==> config.mk <==
export PLATFORM = sky130hd
export DESIGN_NAME = fmdll_div_ctrl
export DESIGN_NICKNAME = d
export VERILOG_FILES = /design/src/rtl/fmdll_div_ctrl.sv
export SDC_FILE = /design/constraint.sdc
export NUM_CORES = 1
export LEC_CHECK = 0
export CAP_MARGIN = 10
export CORE_MARGIN = 5
export CORE_UTILIZATION = 52
export DETAILED_ROUTE_END_ITERATION = 16
export HOLD_SLACK_MARGIN = 0.02
export PLACE_DENSITY = 0.82
export SYNTH_ARGS = -nofsm -noshare
export SYNTH_HDL_FRONTEND = slang
export SYNTH_SLANG_ARGS = --single-unit
==> constraint.sdc <==
create_clock -name clk_out -period 6.3 [get_ports clk_out]
set_input_delay 1.26 -clock clk_out [delete_from_list [all_inputs] [get_ports clk_out]]
set_output_delay 1.26 -clock clk_out [all_outputs]
set_load 0.005 [all_outputs]
==> src/rtl/fmdll_div_ctrl.sv <==
// Frame divider controller for the FM-DLL: counts N-cycle periods grouped into
// M-period frames and steers the delay-line input select.
module fmdll_div_ctrl #(
  parameter int unsigned NW = 4,
  parameter int unsigned MW = 2
) (
  input  logic          clk_out,
  input  logic          rst,
  input  logic          en,
  input  logic          cfg_valid,
  input  logic [NW-1:0] cfg_N,
  input  logic [MW-1:0] cfg_M,
  output logic          cfg_ready,
  output logic [NW-1:0] N_counter,
  output logic [MW-1:0] M_counter,
  output logic          DIV_N,
  output logic          DIV_M,
  output logic [1:0]    Sel,
  output logic          busy
);

  typedef enum logic [1:0] {IDLE, INJECT, RUN, REALIGN} state_t;

  state_t        state_q, state_d;
  logic [NW-1:0] n_act, n_eff, n_d;
  logic [MW-1:0] m_act, m_eff, m_d;
  logic          load, frame, div_n_d, div_m_d;
  logic [1:0]    sel_d;

  always_comb begin
    load  = cfg_valid && cfg_ready;
    n_eff = n_act;
    m_eff = m_act;
    if (load) begin
      n_eff = (cfg_N == '0) ? NW'(1) : cfg_N;
      m_eff = (cfg_M == '0) ? MW'(1) : cfg_M;
    end

    n_d     = '0;
    m_d     = '0;
    frame   = 1'b0;
    state_d = IDLE;
    unique case (state_q)
      IDLE, REALIGN: begin
        if (en) begin
          n_d   = NW'(1);
          m_d   = MW'(1);
          frame = 1'b1;
        end
      end
      INJECT, RUN: begin
        // Wrap decision uses the active ratios; loads only occur at frame end.
        frame = 1'b1;
        if (N_counter == n_act) begin
          n_d = NW'(1);
          m_d = M_counter + MW'(1);
        end else begin
          n_d = N_counter + NW'(1);
          m_d = M_counter;
        end
      end
    endcase

    // Flags of the coming cycle compare against the ratios that frame will use.
    div_n_d = frame && (n_d == n_eff);
    div_m_d = div_n_d && (m_d == m_eff);
    if (frame)
      state_d = div_m_d ? REALIGN : ((m_d == MW'(1)) ? INJECT : RUN);

    unique case (state_d)
      INJECT:  sel_d = 2'b00;
      REALIGN: sel_d = 2'b01;
      default: sel_d = 2'b10;
    endcase
  end

  always_ff @(posedge clk_out or posedge rst) begin
    if (rst) begin
      state_q   <= IDLE;
      n_act     <= NW'(4);
      m_act     <= MW'(2);
      N_counter <= '0;
      M_counter <= '0;
      DIV_N     <= 1'b0;
      DIV_M     <= 1'b0;
      Sel       <= 2'b10;
      busy      <= 1'b0;
      cfg_ready <= 1'b1;
    end else begin
      state_q   <= state_d;
      n_act     <= n_eff;
      m_act     <= m_eff;
      N_counter <= n_d;
      M_counter <= m_d;
      DIV_N     <= div_n_d;
      DIV_M     <= div_m_d;
      Sel       <= sel_d;
      busy      <= (state_d != IDLE);
      cfg_ready <= (state_d == IDLE) || (state_d == REALIGN);
    end
  end

endmodule

# After elaboration in Yosys (flattened, before gate mapping)
# Cells that the tools add are included.
[classes]
addsub = 2
eq_ne = 9
mux = 16
reduce_logical = 11
[ops]
columns = ["cell", "n"]
rows = [
  ["two-way mux 2 bit", 6],
  ["two-way mux 4 bit", 3],
  ["== test 4 bit", 2],
  ["case mux 2 bit (2 select lines)", 2],
  ["case mux 4 bit (2 select lines)", 1],
  ["== test 2 x 1 -> 1 bit (second input constant)", 3],
  ["== test 2 bit (second input constant)", 3],
  ["zero test 2 bit", 3],
  ["adder 4 x 1 -> 4 bit (second input constant)", 1],
  ["zero test 4 bit", 1],
  ["OR reduction 2 bit", 2],
  ["logical AND 1 bit", 3],
  ["two-way mux 1 bit", 3],
  ["adder 2 x 1 -> 2 bit (second input constant)", 1],
  ["== test 2 bit", 1],
  ["case mux 1 bit (2 select lines)", 1],
  ["nonzero test 2 bit", 1],
  ["logical OR 1 bit", 1],
]
[totals]
reg_bits = 20
in_bits = 10
out_inout_bits = 12
wordCells = 48

# Logic depth before layout (Yosys ltp)
# Gate-level depths: netlist (run 1).
[logic_depth]
depth_word = 10
ltp_mapped = 8
depth_no_buf = 7

# Worst setup path before layout (run 1)
# Ideal clock, no wire load.
[synth_timing]
path_type = "input port to flip-flop"
startpoint = "in cfg_valid"
endpoint = "reg Sel[1]"
setup_ns = 0.077
t_arrival_ns = 2.801
t_required_ns = 6.223
path_slack_ns = 3.422
cell_stages = 7
n_path_buf = 1
cell_sequence = "nand2_1 -> mux2i_1 -> o211a_1 -> a311oi_1 -> or4_4 -> buf_6 -> o21a_1"
[synth_between]
elab_chain_len = 9
elab_cells_between_ends = 12
classes_between = "eq/ne (4); mux (5); reduce/logical (3)"
[synth_lines]
columns = ["element", "line_no", "text"]
rows = [
  ["start: declaration", "10", "input logic cfg_valid,"],
  ["logical AND 1 bit *", "31", "load = cfg_valid && cfg_ready;"],
  ["two-way mux 4 bit", "34", "if (load) begin"],
  ["== test 4 bit", "65", "div_n_d = frame && (n_d == n_eff);"],
  ["logical AND 1 bit", "65", ""],
  ["logical AND 1 bit *", "66", "div_m_d = div_n_d && (m_d == m_eff);"],
  ["two-way mux 2 bit *", "68", "state_d = div_m_d ? REALIGN : ((m_d == MW'(1)) ? INJECT : RUN);"],
  ["two-way mux 2 bit *", "67", "if (frame)"],
  ["== test 2 bit / == test 2 x 1 -> 1 bit (equally long branches)", "70", "unique case (state_d)"],
  ["case mux 2 bit (2 select lines) *", "70", ""],
  ["net sel_d[1]", "28", "logic [1:0] sel_d;"],
  ["end signal: assignment", "97", "Sel <= sel_d;"],
  ["end: declaration", "18", "output logic [1:0] Sel,"],
]
# Mark *: on every way through the listed nets, which the timed path passes. The rest lies on a longest branch.

# Worst setup path after layout (run 1)
# Ends and elaborated chain as after synthesis.

==> key figures, run 1 <==
Outcome
  • Run status: complete, no violations

Placed design
  • Placer's final routability congestion estimate: 0.790
  • Placed instance area: 1230 um2
  • Port Buffers: 21
  • HPWL after DPL: 1.56 mm

STA
  • Share of the cycle needed by the critical path after routing: 49.2%
  • Shortest period the worst path allows: 3100 ps
  • Worst relative slew slack: 49.4%
  • Unrepaired setup endpoints after global routing: no
  • F_max: 323 MHz
  • Actual transition at the worst max-transition pin: 759 ps
  • Worst Skew: 1.33 ps
  • Number of setup violations in the final report: 0
  • Sum Neg Setup Slack: 0 ps
  • Count of final max-slew check failures: 0
  • Fin Hold WS: 592 ps
  • Total count of hold-check failures in the final report: 0

GRT
  • Residual overflow from global routing: 0
  • Maximum number of pins on one net before global-route repair: 21
  • Aggregate global-route resource usage: 17.5%
  • Number of antenna violations at the first check in global routing: 0
  • Number of global-route vias before repair: 734
  • Global-route wire length before repair: 3.46 mm

Layout
  • Diode insertion count for antenna repair: 0
  • Most frequent standard cell in the layout excluding fill and tap cells: sky130_fd_sc_hd__clkdlybuf4s50_1
  • Signed area change from the synthesized netlist to the final layout: 26.3%
  • Final std cell area, no fill: 1260 um2
  • Highest-count cells in the layout ignoring fill and taps: sky130_fd_sc_hd__clkdlybuf4s50_1, sky130_fd_sc_hd__dfrtp_1, sky130_fd_sc_hd__nand2_1
  • Layout filler cell count: 138
  • Fraction of layout cells with a size suffix above 1: 13.0%
  • Number of nets in the layout: 127

Detailed routing
  • Pre-Repair DR Iteration Count: 4
  • Number of remaining DRC errors: 0
  • Wire length per cell: 15.0 um
  • Detailed-route wire length: 2.10 mm
  • Overall via count from detail_route: 748
  • Number of nets still failing antenna checks after routing: 0
  • Detailed-route vias per instance: 5.34
  • Number of violations reported at the end of detailed-routing iteration 0: 11

Worst hold path
  • Worst hold path class: flip-flop to flip-flop

Pwr
  • Switch Pwr: 294 uW
  • Leakage power: 0.000553 uW
  • Power share of the sequential group: 34.7%
  • Clock network fraction of design power: 10.7%
  • Power Dens Cells: 561 nW/um2
  • Switching part of the total: 41.5%
  • Cell-internal power: 414 uW
  • Worst voltage drop across the vdd grid: 0.000332 V
  • Comb pwr share: 54.7%

Yosys
  • Area of the mapped netlist: 1000 um2
  • Leading cell types by total area after synthesis: sky130_fd_sc_hd__dfrtp_1, sky130_fd_sc_hd__dfstp_2, sky130_fd_sc_hd__xor2_1, sky130_fd_sc_hd__nand2_1, sky130_fd_sc_hd__xnor2_1
  • Synthesized area per cell: 10.9 um2
  • Synthesized netlist cell count: 92
  • Cell type with the largest total area after synthesis: sky130_fd_sc_hd__dfrtp_1
  • Number of nets produced by synthesis: 103
  • Register area share after synthesis: 50.6%
  • FF+latch count, synth: 20
  • Yosys Warn Count: 0
  • Share of Yosys cell area claimed by the top area cell type: 40.1%
  • Number of unique standard cell types used by synthesis: 32

Clock network
  • Number of buffers created by CTS: 3
  • Clock latency reported for the late side of the worst-skew pair: 300 ps
  • Number of post-CTS setup repair buffers: 0
  • Count of instances resized after the clock tree is built: 0
  • Clock tree from TritonCTS: built
  • Longest Clk Path Bufs: 2
  • Clock transition at the registers of the reported paths: 110 ps
  • Clock Root Buffer: sky130_fd_sc_hd__clkbuf_4
  • CTS H-tree lvls: 1
  • Hold buffers post-CTS: 0
  • Clock Sinks: 20

Setup path
  • Family with the most delay on the worst path: simple AND/OR/NAND/NOR gates
  • CP Launch Type: input port
  • Cell-by-cell listing of the critical path: clkdlybuf4s50_1 > nand2_1 > mux2i_1 > o211a_1 > a311oi_1 > or4_4 > o21a_1
  • Crit-path max cell delay: 620 ps
  • Critical Path Fanout Max: 7
  • Arrival time worst endpoint: 3350 ps
  • Worst path buffer plus inverter count: 1
  • Crit path kind: input port to flip-flop
  • Endpoint kind of the worst setup timing path: flip-flop
  • Critical Path Slowest Stage Cell: sky130_fd_sc_hd__or4_4
  • Data required time of the critical path: 6550 ps

Job
  • MaxCap Viol Count: 0

Floorplan
  • Die extent in y: 53.8 um
  • Initial cell density of the core: 56.1%
  • FP Rows: 15
  • Area of the core: 1780 um2
  • Number of placed I/O pins: 22
  • Die footprint: 2900 um2
  • Die Width: 53.8 um
[logic make-up after synthesis]
family	after synthesis	synth area share [%]
buffers and inverters	8	3.75
AND/OR/NAND/NOR	30	15.6
AO/OA/AOI/OAI	15	10.5
flip-flops	20	50.6
multiplexers	5	6.88
adder cells (fa/ha/maj)	1	1.25
XOR/XNOR	13	11.4
[cell usage after synthesis, drive strengths merged]
cell type,n
dfrtp,16
nand2,10
xor2,9
nor2,7
o21ai,7
inv,6
dfstp,4
nand3,4
xnor2,4
nor3,3
buf,2
mux2,2
mux2i,2
nor4,2
a2111oi,1
a21bo,1
a311oi,1
a31oi,1
ha,1
mux4,1
nand2b,1
nor2b,1
o211a,1
o21a,1
o311ai,1
o31a,1
or3,1
or4,1
[stage by stage]
step | worst slack, ps | util [%] | total power [uW] | std cells
2_1_floorplan | 3420 | - | 513 | 92
5_1_grt | 3070 | 70.8 | 767 | 140
3_3_place_gp | 2920 | 68.8 | 619 | 136
6_report | 3200 | 70.8 | 708 | 140
3_5_place_dp | 2910 | 68.8 | 634 | 136
4_1_cts | 3230 | 70.8 | 711 | 140
[registers in the layout, summed over array words and instances, names as in the netlist]
signal / count
Sel: 2
N_counter: 4
busy: 1
n_act: 4
M_counter: 2
state_q: 2
DIV_N: 1
cfg_ready: 1
m_act: 2
DIV_M: 1
[worst register-to-register path, stage by stage, from the launching register on]
cell	delay [ps]
sky130_fd_sc_hd__dfstp_2	560
sky130_fd_sc_hd__xor2_1	100
sky130_fd_sc_hd__nor4_4	620
sky130_fd_sc_hd__nor2_1	170
sky130_fd_sc_hd__xor2_1	180
sky130_fd_sc_hd__or4_4	570
sky130_fd_sc_hd__o21a_1	200
[area by class of cell]
type | count | area, um2 | share of cell area (%)
Timing Repair Buffer | 21 | 210 | 16.7
Sequential cell | 20 | 505 | 40.0
Clock buffer | 4 | 36.3 | 2.87
Tap cell | 25 | 31.3 | 2.48
Inverter | 6 | 22.5 | 1.78
Multi-Input combinational cell | 64 | 457 | 36.2
[power by group through the flow]
| stage | Sequential, uW | Combinational, uW | Clock (uW) |
|---|---|---|---|
| finish | 246 | 387 | 75.6 |
| global route | 256 | 428 | 83.2 |
| CTS | 246 | 389 | 76.2 |
| detailed placement | 248 | 386 | 0 |
| global placement | 243 | 377 | 0 |
| floorplan | 235 | 278 | 0 |
[layer usage]
layer	up-vias	GRT usage (%)	wire length, um
li1	364	-	-
met3	10	5.26	179
met1	349	21.4	897
met5	-	0	0
met2	25	26.2	939
met4	0	12.3	82
[final timing paths]
check | from | to | slack [ps] | depth (start not counted)
hold / removal | n_act[3] | n_act[3] | 590 | 1
max in group asynchronous | rst | busy | 4460 | 2
setup reg to reg | n_act[2] | Sel[1] | 3840 | 6
min in group asynchronous | rst | N_counter[1] | 1370 | 2
hold reg to reg | n_act[3] | n_act[3] | 590 | 1
setup / recovery | cfg_valid | Sel[1] | 3200 | 7
(Power assumes the default switching activity.)
==> run 2: changes to the inputs <==
--- a/config.mk
+++ b/config.mk
@@ -7,10 +7,10 @@
 export LEC_CHECK = 0
 export CAP_MARGIN = 10
 export CORE_MARGIN = 5
-export CORE_UTILIZATION = 52
+export CORE_UTILIZATION = 44
 export DETAILED_ROUTE_END_ITERATION = 16
 export HOLD_SLACK_MARGIN = 0.02
-export PLACE_DENSITY = 0.82
+export PLACE_DENSITY = 0.74
 export SYNTH_ARGS = -nofsm -noshare
 export SYNTH_HDL_FRONTEND = slang
 export SYNTH_SLANG_ARGS = --single-unit
==> constraint.sdc (replaced) <==
create_clock -name clk_out -period 2.79 [get_ports clk_out]
set_input_delay 0.558 -clock clk_out [delete_from_list [all_inputs] [get_ports clk_out]]
set_output_delay 0.558 -clock clk_out [all_outputs]
set_load 0.005 [all_outputs]
==> run 2 against run 1 <==
Setup slack got worse by 2900 ps. Routed wire length decreased by 7.9%. Combinational power rose by 120%. First-iteration DRC count grew to 2.8 times the previous value. Clock skew is essentially flat. Highest routed layer unchanged.
==> key figures, run 2 (synthesis results as in run 1) <==
Pwr
  • Clock network fraction of design power: 10.8% (about the same)
  • Power Dens Cells: 1240 nW/um2 (+120%)
  • Switch Pwr: 638 uW (+120%)
  • Switching part of the total: 40.6% (-0.95 points)
  • Comb pwr share: 54.8% (about the same)
  • Power share of the sequential group: 34.4% (-0.3 points)
  • Cell-internal power: 935 uW (+130%)
  • Leakage power: 0.000553 uW (unchanged)
  • Worst voltage drop across the vdd grid: 0.000810 V (+140%)

Setup path
  • Arrival time worst endpoint: 2700 ps (-650 ps)
  • Critical Path Fanout Max: 10 (+3)
  • Cell-by-cell listing of the critical path: xor2_1 > nor4_4 > nor3_1 > xor2_1 > or4_4 > o21a_1
  • Endpoint kind of the worst setup timing path: flip-flop
  • Crit-path max cell delay: 610 ps (about the same)
  • Critical Path Most Common Cell: sky130_fd_sc_hd__xor2_1
  • CP Launch Type: flip-flop
  • Critical Path Slowest Stage Cell: sky130_fd_sc_hd__nor4_4
  • Family with the most delay on the worst path: simple AND/OR/NAND/NOR gates
  • Worst path buffer plus inverter count: 0 (-1)
  • Data required time of the critical path: 3040 ps (-3510 ps)
  • Crit path kind: flip-flop to flip-flop

Layout
  • Registers with the most flip-flops: N_counter: 4 flops, n_act: 4 flops
  • Highest-count cells in the layout ignoring fill and taps: sky130_fd_sc_hd__clkdlybuf4s50_1, sky130_fd_sc_hd__dfrtp_1, sky130_fd_sc_hd__nand2_1
  • Signed area change from the synthesized netlist to the final layout: 26.7%
  • Most frequent standard cell in the layout excluding fill and tap cells: sky130_fd_sc_hd__clkdlybuf4s50_1
  • Diode insertion count for antenna repair: 0 (unchanged)
  • Final standard cell count with taps included and fillers excluded: 143 (+2.1%)
  • Number of nets in the layout: 127 (unchanged)
  • Post-layout utilization of the core: 57.8% (-13 points)
  • Fraction of layout cells with a size suffix above 1: 13.0% (unchanged)

Detailed routing
  • Number of remaining DRC errors: 0 (unchanged)
  • Wire length per cell: 13.5 um (-9.8%)
  • Met2 wire len: 929 um (-1.1%)
  • Overall via count from detail_route: 734 (-1.9%)
  • Pre-Repair DR Iteration Count: 4 (unchanged)
  • Detailed-route vias per instance: 5.13 (-3.9%)
  • M1 WL: 850 um (-5.2%)
  • Number of violations reported at the end of detailed-routing iteration 0: 31 (+20)
  • Met3 routed WL: 112 um (-37%)
  • Highest routed metal layer: met4
  • Detailed-route wire length: 1.93 mm (-7.9%)
  • Number of nets still failing antenna checks after routing: 0 (unchanged)

Clock network
  • Count of instances resized after the clock tree is built: 0 (unchanged)
  • Clock tree from TritonCTS: built
  • Clock Root Buffer: sky130_fd_sc_hd__clkbuf_4
  • Hold buffers post-CTS: 0 (unchanged)
  • Longest Clk Path Bufs: 2 (unchanged)
  • Number of buffers created by CTS: 3 (unchanged)
  • Clock transition at the registers of the reported paths: 110 ps (about the same)
  • Number of post-CTS setup repair buffers: 0 (unchanged)
  • CTS H-tree lvls: 1 (unchanged)
  • Clock Sinks: 20 (unchanged)
  • Clock latency reported for the late side of the worst-skew pair: 310 ps (about the same)

STA
  • Final Worst Setup Slack: 342 ps (-2860 ps)
  • F_max: 408 MHz
  • Share of the cycle needed by the critical path after routing: 87.8%
  • Total count of hold-check failures in the final report: 0 (unchanged)
  • Sum Neg Setup Slack: 0 ps (unchanged)
  • Worst relative slew slack: 50.2% (+0.85 points)
  • Fin Hold WS: 570 ps (-22.3 ps)
  • Worst Skew: 1.50 ps (+0.172 ps)
  • Actual transition at the worst max-transition pin: 746 ps (-12.7 ps)
  • Number of setup violations in the final report: 0 (unchanged)
  • Count of final max-slew check failures: 0 (unchanged)
  • Shortest period the worst path allows: 2450 ps
  • Unrepaired setup endpoints after global routing: no

Floorplan
  • Die extent in y: 57.7 um (+7.1%)
  • FP Rows: 17 (+2)
  • Number of placed I/O pins: 22 (unchanged)
  • Die Width: 57.7 um (+7.1%)
  • Initial cell density of the core: 45.6% (-10 points)
  • Area of the core: 2190 um2 (+23%)
  • Die footprint: 3330 um2 (+15%)

GRT
  • Global-route wire length before repair: 3.28 mm (-5.0%)
  • Aggregate global-route resource usage: 13.0% (-4.5 points)
  • Number of antenna violations at the first check in global routing: 0 (unchanged)
  • Residual overflow from global routing: 0 (unchanged)
  • Maximum number of pins on one net before global-route repair: 21 (unchanged)
  • Number of global-route vias before repair: 701 (-4.5%)

Placed design
  • HPWL after DPL: 1.49 mm (-4.2%)
  • Total placed cells including tap cells: 139 (+2.2%)
  • Port Buffers: 21 (unchanged)
  • Placer's final routability congestion estimate: 0.743 (-5.9%)
  • Worst setup slack after placement: 70.8 ps (-2840 ps)

Worst hold path
  • Worst hold path class: flip-flop to flip-flop

Job
  • MaxCap Viol Count: 0 (unchanged)

Outcome
  • Run status: complete, no violations
## run 2: cell counts in the layout (fill, tap and decap cells not counted)
Identical to the previous run, type by type.
## run 2: worst paths after layout
path	from	to	slack [ps]	cells past startpoint
setup / recovery	n_act[2]	Sel[1]	340	6
hold / removal	m_act[0]	m_act[0]	570	2
setup reg to reg	n_act[2]	Sel[1]	340	6
hold reg to reg	m_act[0]	m_act[0]	570	2
max in group asynchronous	rst	n_act[1]	1660	2
min in group asynchronous	rst	N_counter[1]	670	2
## run 2: metrics by stage
stage / total power (uW) / instance area, um2
after floorplan: 1160 / 1000
after global placement: 1400 / 1230
after detailed placement: 1420 / 1230
after CTS: 1590 / 1270
after global routing: 1720 / 1270
final: 1570 / 1270
## run 2: power groups by stage
stage	Clock [uW]	Sequential (uW)	Combinational, uW
CTS	175	545	875
floorplan	0	531	627
global placement	0	549	852
finish	170	541	862
detailed placement	0	551	871
global route	192	564	960
## run 2: final cells by class
cell class,count,area [um2]
clock buffers,4,36.3
inverters,6,22.5
well taps,28,35.0
flip-flops and latches,20,505
fillers,197,925
multi-input cells,64,457
repair buffers,21,210
## run 2: metal layers
layer | vias to the layer above | GRT usage, %
met5 | - | 0
met4 | 0 | 5.96
met3 | 5 | 2.90
li1 | 365 | -
met1 | 345 | 15.7
met2 | 19 | 21.9
## run 2: tightest hold or removal path, cell delays in order (launching register included)
cell                      delay (ps)
sky130_fd_sc_hd__dfrtp_1         340
sky130_fd_sc_hd__nand2_1          40
sky130_fd_sc_hd__o21ai_0         140
==> edit 1, RTL diff (config.mk and constraints of run 2) <==
`NW`: 4 -> 5.
--- a/src/rtl/fmdll_div_ctrl.sv
+++ b/src/rtl/fmdll_div_ctrl.sv
@@ -1,7 +1,7 @@
 // Frame divider controller for the FM-DLL: counts N-cycle periods grouped into
 // M-period frames and steers the delay-line input select.
 module fmdll_div_ctrl #(
-  parameter int unsigned NW = 4,
+  parameter int unsigned NW = 5,
   parameter int unsigned MW = 2
 ) (
   input  logic          clk_out,
Ports: changed (resized N_counter and cfg_N); port bits go from 22 to 24. The function was not compared with the original's and may differ.
==> edit 1 against run 2 <==
- power up 10%
- routed wire length up 23%
- setup slack better by 0.15 ns
- worst hold slack got worse by 0.026 ns
- area after synthesis is 10% higher
- cell area rose by 12%
- maximum frequency up 6.4%
- synthesized cell count is 3.3% higher
- clock power grew 46%
- sequential cell count up 2
- largest cell class unchanged
- largest power group unchanged
==> edit 1: results (changes against run 2) <==
Worst-path clk slew=0.13 ns (+0.02 ns); reg2reg start=N_counter[0]$_DFF_PP0_; vias in the first global route=842 (+20%); vias=801 (+9.1%); WHS=0.544 ns (-0.0264 ns); clock latency on the worst-skew pair=0.32 ns; worst vdd ir=0.000652 V (-19%); metal3 WL=162 um (+45%); delay-heaviest family, CP=flip-flops; CTS sink cnt=22 (+10%); Fill cells=216 (+9.6%); worst setup path start=N_counter[0]$_DFF_PP0_; IO buf count=23 (+9.5%); Worst Path Arrival=2.51 ns (-0.19 ns); routing usage on met2=23.9% (+2.0 points); DR WL met2=1130 um (+22%); clock skew=0.00914 ns (+0.00764 ns); Setup crit end=state_q[1]$_DFF_PP0_; slowest library cell on the worst path=dfrtp_1; Signal buf overhead=16.2% (-0.43 points); DR iter-0 viols=13 (-58%); crit-path max cell delay=0.58 ns (-0.03 ns); Clk power=0.249 mW (+46%); sequential fraction of the synthesis area=50.3% (-0.22 points); reg2reg setup slack=0.49 ns (+0.15 ns); Inverters=9 (+3); largest registers=N_counter: 5 flops, n_act: 5 flops; path depth of the worst reg2reg path=8 (+2); GR Util met1=18.1% (+2.3 points); placed wire-length estimate=1830 um (+23%); largest cells by area after synthesis=dfrtp_1, dfstp_2, xor2_1; worst-margin pin slew=0.831 ns (+0.0854 ns); Metal-1 WL=1030 um (+21%); status=complete, no violations; first-pass GRT wire length=3860 um (+17%); maximum clock frequency=0.434 GHz (+6.4%); largest net degree at the start of global routing=23 (+9.5%); layout cell share with drive strength beyond 1=18.0% (+5.0 points); Sequential Power Share=33.5% (-0.9 points); switch share=39.6% (-0.99 points); worst-path fanout max=8 (-2); Max Used Layer=met4; Post-layout nets=135 (+6.3%); total track usage=14.5% (+1.5 points); M3 GR Usage=3.46% (+0.56 points); P_leak=0.647 nW (+17%); Place WS=0.197 ns (+0.126 ns); routability cong.=0.835 (+12%); Synth Net Count=107 (+3.9%); register area=556 um2 (+9.9%); Commonest cells post-synth=dfrtp_1, xor2_1, inv_1; FF-to-FF End=state_q[1]$_DFF_PP0_
[edit 1: cell count changes after synthesis, sizes merged, moves of 2 or more]
cell	change
o21ai	-5
a21oi	+5
and4	+2
buf	-2
nand2	-7
dfrtp	+2
a21o	+3
a211oi	+3
nor2b	+3
and2	+2
nor2	-4
inv	+3
[edit 1: cell families after synthesis]
family                   share of synthesized area [%]
multiplexers                                      4.76
XOR/XNOR                                          11.8
flip-flops                                        50.3
AND/OR/NAND/NOR                                   17.5
buffers and inverters                             3.06
adder cells (fa/ha/maj)                           1.13
AO/OA/AOI/OAI                                     11.5
[edit 1: per-stage QoR]
step,area (um2),utilization (%),power [mW],std cells
3_5_place_dp,1370,56.4,1.50,148
3_3_place_gp,1370,56.4,1.47,148
5_1_grt,1420,58.5,1.86,152
2_1_floorplan,1100,-,1.21,95
6_report,1420,58.5,1.73,152
4_1_cts,1420,58.5,1.76,152
==> edit 2, RTL diff (settings of run 2) <==
Made on the original files. Add an input register stage for `cfg_valid`, `cfg_N` and `cfg_M`, cleared by the reset; this delays them by one clock. The other inputs are not delayed to match.
--- a/src/rtl/fmdll_div_ctrl.sv
+++ b/src/rtl/fmdll_div_ctrl.sv
@@ -21,6 +21,22 @@
 
   typedef enum logic [1:0] {IDLE, INJECT, RUN, REALIGN} state_t;
 
+  logic cfg_valid_q;
+  logic [NW-1:0] cfg_N_q;
+  logic [MW-1:0] cfg_M_q;
+
+  always_ff @(posedge clk_out or posedge rst) begin
+    if (rst) begin
+      cfg_valid_q <= '0;
+      cfg_N_q     <= '0;
+      cfg_M_q     <= '0;
+    end else begin
+      cfg_valid_q <= cfg_valid;
+      cfg_N_q     <= cfg_N;
+      cfg_M_q     <= cfg_M;
+    end
+  end
+
   state_t        state_q, state_d;
   logic [NW-1:0] n_act, n_eff, n_d;
   logic [MW-1:0] m_act, m_eff, m_d;
@@ -28,12 +44,12 @@
   logic [1:0]    sel_d;
 
   always_comb begin
-    load  = cfg_valid && cfg_ready;
+    load  = cfg_valid_q && cfg_ready;
     n_eff = n_act;
     m_eff = m_act;
     if (load) begin
-      n_eff = (cfg_N == '0) ? NW'(1) : cfg_N;
-      m_eff = (cfg_M == '0) ? MW'(1) : cfg_M;
+      n_eff = (cfg_N_q == '0) ? NW'(1) : cfg_N_q;
+      m_eff = (cfg_M_q == '0) ? MW'(1) : cfg_M_q;
     end
 
     n_d     = '0;
Check against the original RTL: not equivalent (a bounded check fails within 4 cycles, from zero or initial values and one cycle with rst high).
==> edit 2 against run 2 <==
- maximum frequency increased by 8.4%
- cell area increased by 26%
- largest power group unchanged
- sequential cell count increased by 7
- non-clock buffer count increased by 1
- routed wire length increased by 33%
- sequential power increased by 24%
- die area increased by 26%
- setup slack improved by 0.19 ns
- global-route usage increased by 1.0 points
- area after synthesis increased by 32%
- power increased by 16%
- count of clock-buffer cells in the layout decreased by 1
==> edit 2: results (changes against run 2) <==
sequential fraction of the synthesis area=51.7% (+1.1 points); largest registers=N_counter: 4 flops, cfg_N_q: 4 flops, n_act: 4 flops; vias in the first global route=985 (+41%); largest net degree at the start of global routing=28 (+33%); Commonest cells post-synth=dfrtp_1, nor2_1, inv_1; Non-clock buffers=22 (+4.8%); cells after synthesis=116 (+26%); status=complete, no violations; Post-layout nets=153 (+20%); Cell variety after synth=41 (+28%); Synth Net Count=127 (+23%); clock skew=0.0114 ns (+0.00987 ns); clk_buf instances=3 (-1); Worst-path clk slew=0.15 ns (+0.04 ns); first-pass GRT wire length=4560 um (+39%); P_leak=0.695 nW (+26%); die area=4190 um2 (+26%); vias=903 (+23%); Fill cells=253 (+28%); Inverters=10 (+4); reg2reg start=N_counter[0]$_DFF_PP0_; worst vdd ir=0.000456 V (-44%); layout cell share with drive strength beyond 1=14.2% (+1.1 points); worst setup path start=N_counter[0]$_DFF_PP0_; area of the multi-input gates=592 um2 (+30%); Worst Hold Class=primary input to asynchronous set/reset pin; largest cells by area after synthesis=dfrtp_1, dfstp_2, xor2_1; Place WS=0.560 ns (+0.490 ns); worst-path fanout max=5 (-5); post-route cell area=1600 um2 (+26%); Worst Path Arrival=2.53 ns (-0.17 ns); Signal buf overhead=13.6% (-3.0 points); clock latency on the worst-skew pair=0.33 ns (+0.02 ns); Cell Count, Final, Fillers Out=172 (+20%); routability cong.=0.824 (+11%); DR iter-0 viols=30 (-3.2%); total track usage=14.0% (+1.0 points); clock network contribution to total cell area=1.88% (-0.98 points); TritonRoute pass-1 iters=3 (-1); Yosys reg bits=27 (+35%); multi-input gates=78 (+22%)
-- edit 2: routing by layer --
metal  global-route usage, %  part of all wire (%)  vias to the layer above
met5                       0                     0                        -
met4                    5.80                   1.1                        0
met3                    2.59                   3.8                        4
met2                    23.6                    49                       16
met1                    17.7                    46                      434
li1                        -                     -                      449
-- edit 2: report_power, final --
group,internal (mW),switching (mW)
Combinational,0.448,0.535
Sequential,0.538,0.135
Clock,0.0548,0.116
Total,1.04,0.786
-- edit 2: worst max-delay path: stages, from the launching register on --
cell and delay (ns):
dfrtp_1 0.47, ha_1 0.23, xor2_1 0.18, or3_1 0.39, a2111oi_1 0.33, nor3_1 0.08
a31o_1 0.23, nand2b_4 0.16, o21ai_1 0.13
-- edit 2: kinds of logic (layout without fill, tap and decap cells) --
group | count (synthesis) | in the layout | share of synthesized area (%)
XOR/XNOR | 13 | 13 | 10.4
adder cells (fa/ha/maj) | 1 | 1 | 0.950
AND/OR/NAND/NOR | 38 | 38 | 16.3
flip-flops | 27 | 27 | 51.7
multiplexers | 3 | 3 | 3.23
buffers and inverters | 11 | 36 | 3.42
AO/OA/AOI/OAI | 23 | 23 | 14.1
-- edit 2: path summary, 6_finish.rpt --
check / to / slack, ns / cells after the start
max in group asynchronous: n_act[2]$_DFF_PP1_ / 1.92 / 3
setup / recovery: state_q[1]$_DFF_PP0_ / 0.53 / 8
setup reg to reg: state_q[1]$_DFF_PP0_ / 0.53 / 8
hold / removal: DIV_M$_DFF_PP0_ / 0.56 / 3
hold reg to reg: n_act[1]$_DFF_PP0_ / 0.59 / 2
min in group clk_out: n_act[1]$_DFF_PP0_ / 0.59 / 2
